## config.mk

```make
export PLATFORM = sky130hd
export DESIGN_NAME = nibble_serial_adder
export DESIGN_NICKNAME = d
export VERILOG_FILES = /design/src/rtl/nibble_serial_adder_pkg.sv /design/src/rtl/nibble_serial_adder_cla.sv /design/src/rtl/nibble_serial_adder.sv
export SDC_FILE = /design/constraint.sdc
export NUM_CORES = 1
export LEC_CHECK = 0
export CAP_MARGIN = 15
export CORE_MARGIN = 2
export CORE_UTILIZATION = 55
export DETAILED_ROUTE_END_ITERATION = 12
export PLACE_DENSITY = 0.95
export SYNTH_ARGS = -nofsm -noshare
export SYNTH_HDL_FRONTEND = slang
export SYNTH_SLANG_ARGS = --single-unit
```

## constraint.sdc

```tcl
create_clock -name clk -period 6.8 [get_ports clk]
set_clock_uncertainty 0.05 [all_clocks]
set_input_delay 1.7 -clock clk [delete_from_list [all_inputs] [get_ports clk]]
set_output_delay 1.7 -clock clk [all_outputs]
set_load 0.1 [all_outputs]
```

## src/rtl/nibble_serial_adder_pkg.sv

```systemverilog
// rtl/nibble_serial_adder_pkg.sv - shared ALU constants and sequencing state encoding
package nibble_serial_adder_pkg;

    localparam int NIBBLE_W = 4;

    typedef enum logic [1:0] {
        IDLE = 2'd0,
        RUN  = 2'd1,
        DONE = 2'd2
    } state_t;

endpackage

```

## src/rtl/nibble_serial_adder_cla.sv

```systemverilog
// rtl/nibble_serial_adder_cla.sv - 4-bit carry-lookahead adder with group propagate/generate
module CLA_4bit (
    input  logic [3:0] A,
    input  logic [3:0] B,
    input  logic       Cin,
    output logic [3:0] Sum,
    output logic       Cout,
    output logic       Xout,
    output logic       Yout
);

    logic [3:0] p;
    logic [3:0] g;
    logic [3:0] c;

    assign p = A ^ B;
    assign g = A & B;

    assign c[0] = Cin;
    assign c[1] = g[0] | (p[0] & Cin);
    assign c[2] = g[1] | (p[1] & g[0]) | (p[1] & p[0] & Cin);
    assign c[3] = g[2] | (p[2] & g[1]) | (p[2] & p[1] & g[0]) | (p[2] & p[1] & p[0] & Cin);

    // Xout/Yout are the group propagate/generate terms for cascading into a higher-level lookahead
    assign Xout = &p;
    assign Yout = g[3] | (p[3] & g[2]) | (p[3] & p[2] & g[1]) | (p[3] & p[2] & p[1] & g[0]);

    assign Cout = Yout | (Xout & Cin);
    assign Sum  = p ^ c;

endmodule

```

## src/rtl/nibble_serial_adder.sv

```systemverilog
// rtl/nibble_serial_adder.sv - multi-cycle adder stepping one nibble per clock through a single CLA_4bit
module nibble_serial_adder
    import nibble_serial_adder_pkg::*;
#(
    parameter int WIDTH = 16
) (
    input  logic             clk,
    input  logic             rst_n,
    input  logic             in_valid,
    output logic             in_ready,
    input  logic [WIDTH-1:0] a,
    input  logic [WIDTH-1:0] b,
    input  logic             cin,
    output logic             out_valid,
    input  logic             out_ready,
    output logic [WIDTH-1:0] sum,
    output logic             cout,
    output logic             overflow,
    output logic             zero
);

    localparam int NIB  = WIDTH / NIBBLE_W;
    localparam int IDXW = (NIB > 1) ? $clog2(NIB) : 1;
    localparam logic [IDXW-1:0] LAST = IDXW'(NIB - 1);

    generate
        if ((WIDTH < NIBBLE_W) || ((WIDTH % NIBBLE_W) != 0)) begin : g_bad_width
            $error("nibble_serial_adder: WIDTH must be a multiple of 4 and at least 4");
        end
    endgenerate

    state_t            state;
    logic [WIDTH-1:0]  a_reg;
    logic [WIDTH-1:0]  b_reg;
    logic [WIDTH-1:0]  sum_reg;
    logic [WIDTH-1:0]  sum_next;
    logic              carry_reg;
    logic [IDXW-1:0]   idx;
    logic              out_valid_reg;
    logic              cout_reg;
    logic              overflow_reg;
    logic              zero_reg;

    logic [IDXW+1:0]     bit_base;
    logic [NIBBLE_W-1:0] cla_sum;
    logic                cla_cout;

    assign bit_base = {idx, 2'b00};

    CLA_4bit u_cla (
        .A    (a_reg[bit_base +: NIBBLE_W]),
        .B    (b_reg[bit_base +: NIBBLE_W]),
        .Cin  (carry_reg),
        .Sum  (cla_sum),
        .Cout (cla_cout),
        .Xout (),
        .Yout ()
    );

    // Sum as it will be after this edge, so the final flags see the nibble being written
    always_comb begin
        sum_next = sum_reg;
        sum_next[bit_base +: NIBBLE_W] = cla_sum;
    end

    always_ff @(posedge clk or negedge rst_n) begin
        if (!rst_n) begin
            state         <= IDLE;
            a_reg         <= '0;
            b_reg         <= '0;
            sum_reg       <= '0;
            carry_reg     <= 1'b0;
            idx           <= '0;
            out_valid_reg <= 1'b0;
            cout_reg      <= 1'b0;
            overflow_reg  <= 1'b0;
            zero_reg      <= 1'b0;
        end else begin
            unique case (state)
                IDLE: begin
                    if (in_valid) begin
                        a_reg     <= a;
                        b_reg     <= b;
                        carry_reg <= cin;
                        idx       <= '0;
                        state     <= RUN;
                    end
                end
                RUN: begin
                    sum_reg   <= sum_next;
                    carry_reg <= cla_cout;
                    if (idx == LAST) begin
                        state         <= DONE;
                        out_valid_reg <= 1'b1;
                        cout_reg      <= cla_cout;
                        overflow_reg  <= (a_reg[WIDTH-1] == b_reg[WIDTH-1]) &&
                                         (sum_next[WIDTH-1] != a_reg[WIDTH-1]);
                        zero_reg      <= (sum_next == '0);
                    end else begin
                        idx <= idx + 1'b1;
                    end
                end
                DONE: begin
                    if (out_ready) begin
                        out_valid_reg <= 1'b0;
                        state         <= IDLE;
                    end
                end
                default: state <= IDLE;
            endcase
        end
    end

    assign in_ready  = (state == IDLE);
    assign out_valid = out_valid_reg;
    assign sum       = sum_reg;
    assign cout      = cout_reg;
    assign overflow  = overflow_reg;
    assign zero      = zero_reg;

endmodule

```

* Word level (Yosys, flattened, before mapping)
Cells that the tools add are included.
W data, S select, Z words.
** Storage, ports and cells
- Output and inout bits :: 21
- Input port bits :: 37
- Logic and storage cells :: 78
- Flip-flop bits (word level) :: 57
** Operators by class
- Add/sub/neg operators :: 2
- Bitwise operators :: 28
- Equal/unequal tests :: 9
- Mux-type cells :: 13
- Reduce and logical (&&, ||, !) cells :: 12
- Shift-type cells :: 4
** Operators by type and width (number)
- $shiftx A16 B5 Y4 :: 2
- $bwmux W16 :: 1
- $logic_not A16 Y1 :: 1
- $shift A4 B6 Y16 const A :: 1
- $shiftx A4 B6 Y16 :: 1
- $and A1 B1 Y1 :: 15
- $mux W2 :: 5
- $or A1 B1 Y1 :: 10
- $reduce_and A3 Y1 :: 3
- $ne A2 B2 Y1 const B :: 4
- $xor A4 B4 Y4 :: 2
- $neg A4 Y6 :: 1
- $pmux W2 S3 :: 1
- $reduce_and A2 Y1 :: 3
- $and A4 B4 Y4 :: 1
- $eq A2 B2 Y1 const B :: 2
- $pmux W1 S2 :: 2
- $pmux W2 S2 :: 1
- $reduce_and A4 Y1 :: 1
- $reduce_bool A2 Y1 :: 2
- $mux W1 :: 3
- $add A2 B1 Y2 const B :: 1
- $eq A2 B1 Y1 const B :: 1
- $logic_not A2 Y1 :: 1
- other kinds (3) :: 3

* Longest topological paths before layout
- Depth after elaboration :: 11
- Depth in mapped cells :: 8
- Gate-level depth less buffers :: 7

* By module
A second synthesis with hierarchy kept.
** Second synthesis, totals
- Cells, all modules :: 213
- Area total of the unflattened synthesis :: 2807.7 µm²
** By module, submodules not included
- nibble_serial_adder :: times used 1, area each 2613.8 µm², cells each 191, seq. area each 1426.4 µm²
- CLA_4bit :: times used 1, area each 193.9 µm², cells each 22, seq. area each 0.0 µm²

* Worst setup path before layout
No wires, ideal clock.
- Path type :: flip-flop to output port
- Start point :: reg state[0]
- End point :: out in_ready
- Arrival :: 1.684 ns
- Required time :: 5.050 ns
- Setup slack :: 3.366 ns
- Cell stages (with the launch flop) :: 2
- Cell sequence :: dfrtp_1 -> nor2_1
** On the way
- Word-level cells in the longest chain between the ends :: 1
** Ends and longest elaborated chain
- start, declared :: RTL line nibble_serial_adder.sv:32 : state_t state;
- start signal, assigned :: RTL line nibble_serial_adder.sv:68 : state <= IDLE;
- start signal, assigned :: RTL line nibble_serial_adder.sv:86 : state <= RUN;
- start signal, assigned :: RTL line nibble_serial_adder.sv:93 : state <= DONE;
- $logic_not A2 Y1 :: RTL line nibble_serial_adder.sv:114 : assign in_ready = (state == IDLE);
- end, declared :: RTL line nibble_serial_adder.sv:10 : output logic in_ready,
Every way passes these cells.

* Final worst setup path
Same ends and word-level chain as after synthesis.

==> out/results.tsv <==
stage	metric	value	unit
setup_path	Worst Path Arrival	2050	ps
setup_path	r2r startpoint	idx[0]	
routing	drt first pass iters	4	
place	routability cong.	0.769	
sta	fmax	263	MHz
setup_path	Worst Setup SP	state[0]	
setup_path	worst-path cell chain	nor2_1 -> clkdlybuf4s50_1	
global_route	vias in the first global route	1958	
sta	unrepaired setup endpoints after global routing	false	
synthesis	post-synthesis simple-gate area fraction	8.20	%
clock_network	clk slew on worst S/H paths	60	ps
synthesis	Compound-Gate Fraction of Synth Area	10.5	%
routing	Via density	5.72	
setup_path	CP max FO	5	
synthesis	Seq/Total Area, Yosys	52.2	%
run_status	status	finished clean	
final_layout	Area Growth Syn to Fin	29.3	%
place	detailed placement HPWL	3830	microns
setup_path	Startpoint Class	register	
synthesis	multiplexer share of the synthesized area	20.2	%
sta	Slew HR	24.7	%
sta	Setup Viol. Count Final	0	
sta	hold_ws	453	ps
clock_network	hold_buf cts	0	
setup_path	Max stage delay on crit path	1150	ps
sta	endpoints failing hold	0	
sta	transition time of the tightest slew-check pin	1130	ps
die	Site Rows	25	
die	total die area	0.00555	sq mm
global_route	total track usage	22.4	%
routing	DRC Markers	0	
setup_path	R2R depth	7	
clock_network	CTS sink cnt	57	
final_layout	fraction of layout cells with a size suffix above 1	25.4	%
synthesis	Synth Area in XOR/XNOR	0.641	%
clock_network	TritonCTS clock tree	done	
place	Port Buffers	57	
final_layout	# fillers	337	
synthesis	gate count of the mapped netlist	202	
synthesis	Syn Area/Cell	13.5	sq um
setup_path	Critical-path top delay cell	clkdlybuf4s50_1	
sta	final period utilization	55.9	%
setup_path	crit end category	primary output	
sta	setup_tns	0	ps
synthesis	Netlist cell types	38	
clock_network	CTS max path bufs	2	
die	die height	74.5	microns
clock_network	H-tree depth	3	
global_route	largest net degree at the start of global routing	58	
clock_network	CTS resizes	0	
routing	routed len/inst	16.0	microns
synthesis	adder-cell share of the synthesized area	5.77	%
sta	fin. max-slew vios	0	
run	maxcap violations	0	
clock_network	post-CTS setup repair buffer count	0	
die	I/O pin cnt	58	
setup_path	crit path kind	register to primary output	
final_layout	Inserted Diodes	0	
global_route	first-pass GRT wire length	9030	microns
die	Initial Utilization	57.5	%
routing	final antenna-violating net count	0	
setup_path	Critical Path End	in_ready	
global_route	Overflow after GRT	0	
routing	DRT iter0 DRCs	137	
clock_network	Num CTS Buffers	9	
sta	final critical-path required period	3800	ps
setup_path	Critical R2R Capture	overflow	
synthesis	largest family of logic cells by synthesized area	multiplexers	
final_layout	Layout Nets	313	
routing	wirelength, routed	5360	microns
synthesis	Mapped Area	0.00273	sq mm
clock_network	Root Driver	clkbuf_8	
die	core area	0.00475	sq mm
routing	via count	1917	
die	DIE WIDTH	74.5	microns
worst_hold_path	Hold Path Class	register to register	
global_route	initial antenna violation count	0	
synthesis	Syn Nets	251	
synthesis	synthesis warning total	0	
synthesis	Yosys reg bits	57	
setup_path	flop2flop setup slack	3710	ps
clock_network	clock latency at the later pin of the worst-skew pair	330	ps
setup_path	Critical Path RT	5050	ps
[worst min-delay path by stage]
| stage | startpoint | endpoint | slack (ps) | cells past startpoint |
|---|---|---|---|---|
| 2_1_floorplan | a_reg[10] | a_reg[10] | 430 | 1 |
| 6_report | b_reg[2] | b_reg[2] | 450 | 1 |
| 3_5_place_dp | a_reg[11] | a_reg[11] | 440 | 1 |
| 5_1_grt | b_reg[11] | b_reg[11] | 470 | 1 |
| 3_3_place_gp | cout | cout | 430 | 2 |
| 4_1_cts | a_reg[11] | a_reg[11] | 460 | 1 |
[logic make-up after synthesis]
kind of cell / count (synthesis)
buffers and inverters: 14
multiplexers: 41
AO/OA/AOI/OAI: 37
adder cells (fa/ha/maj): 12
flip-flops: 57
AND/OR/NAND/NOR: 39
XOR/XNOR: 2
[Yosys cell counts]
cell type / count / area (sq um)
dfrtp_1: 57 / 1430
mux2_2: 33 / 372
nand2_1: 12 / 45.0
ha_1: 11 / 138
a22o_1: 10 / 87.6
a21oi_1: 9 / 45.0
mux4_2: 8 / 180
a32o_1: 7 / 70.1
inv_1: 6 / 22.5
nor2_1: 4 / 15.0
nor4_1: 4 / 25.0
and2_1: 3 / 18.8
buf_2: 3 / 15.0
buf_4: 3 / 22.5
nand2b_1: 3 / 18.8
clkbuf_1: 2 / 7.51
nor2b_1: 2 / 12.5
nor3_1: 2 / 10.0
o21ai_0: 2 / 10.0
o22ai_1: 2 / 12.5
or3_1: 2 / 12.5
a211oi_1: 1 / 7.51
a21o_2: 1 / 8.76
a31oi_1: 1 / 6.26
a41oi_1: 1 / 8.76
and3_4: 1 / 11.3
and3b_2: 1 / 10.0
and4bb_2: 1 / 12.5
fa_1: 1 / 20.0
nor2_2: 1 / 6.26
nor2b_2: 1 / 8.76
o211ai_1: 1 / 7.51
o31ai_1: 1 / 7.51
o41ai_2: 1 / 16.3
or2_2: 1 / 6.26
or3_4: 1 / 11.3
xnor2_1: 1 / 8.76
xor2_1: 1 / 8.76
[layout make-up]
class | instances | area (sq um) | share of cell area, %
clock inverters | 3 | 15.0 | 0.425
inverters | 6 | 22.5 | 0.638
repair buffers | 59 | 581 | 16.4
multi-input cells | 131 | 1240 | 35.1
flip-flops and latches | 57 | 1430 | 40.4
clock buffers | 12 | 165 | 4.68
well taps | 67 | 83.8 | 2.37
[cell usage in the layout, fill, tap and decap left out, types with 3 or more instances in the layout]
master	synthesis	layout
mux4_2	8	8
nor4_1	4	4
mux2_2	33	33
a22o_1	10	10
clkdlybuf4s50_1	0	56
inv_1	6	6
nand2b_1	3	3
dfrtp_1	57	57
nor2_1	4	4
clkbuf_8	0	12
nand2_1	12	12
and2_1	3	3
a32o_1	7	7
ha_1	11	11
a21oi_1	9	9
clkinv_2	0	3
[worst max-delay path, delay by kind of cell (launching register included)]
family                 cells  cell delay (ps)
and+or+nand+nor            1              150
DFF                        1              410
buffers and inverters      1             1150
[metal layers]
layer | vias to the layer above | global-route usage, % | wire (microns)
li1 | 879 | - | -
met1 | 952 | 28.9 | 2340
met2 | 74 | 35.3 | 2600
met3 | 12 | 6.10 | 329
met4 | 0 | 10.9 | 85
met5 | - | 0 | 0
[metrics by stage]
stage               setup WS (ps)  utilization (%)  cell area [sq um]  std cells
detailed placement           3340             70.5               3350        320
global route                 2920             74.3               3530        335
finish                       3000             74.3               3530        335
CTS                          2980             74.3               3530        335
floorplan                    3370                -               2730        202
global placement             3390             70.5               3350        320
Power is not shown: default switching activity piles up to over one toggle a cycle in this logic, so the estimate is an artifact.
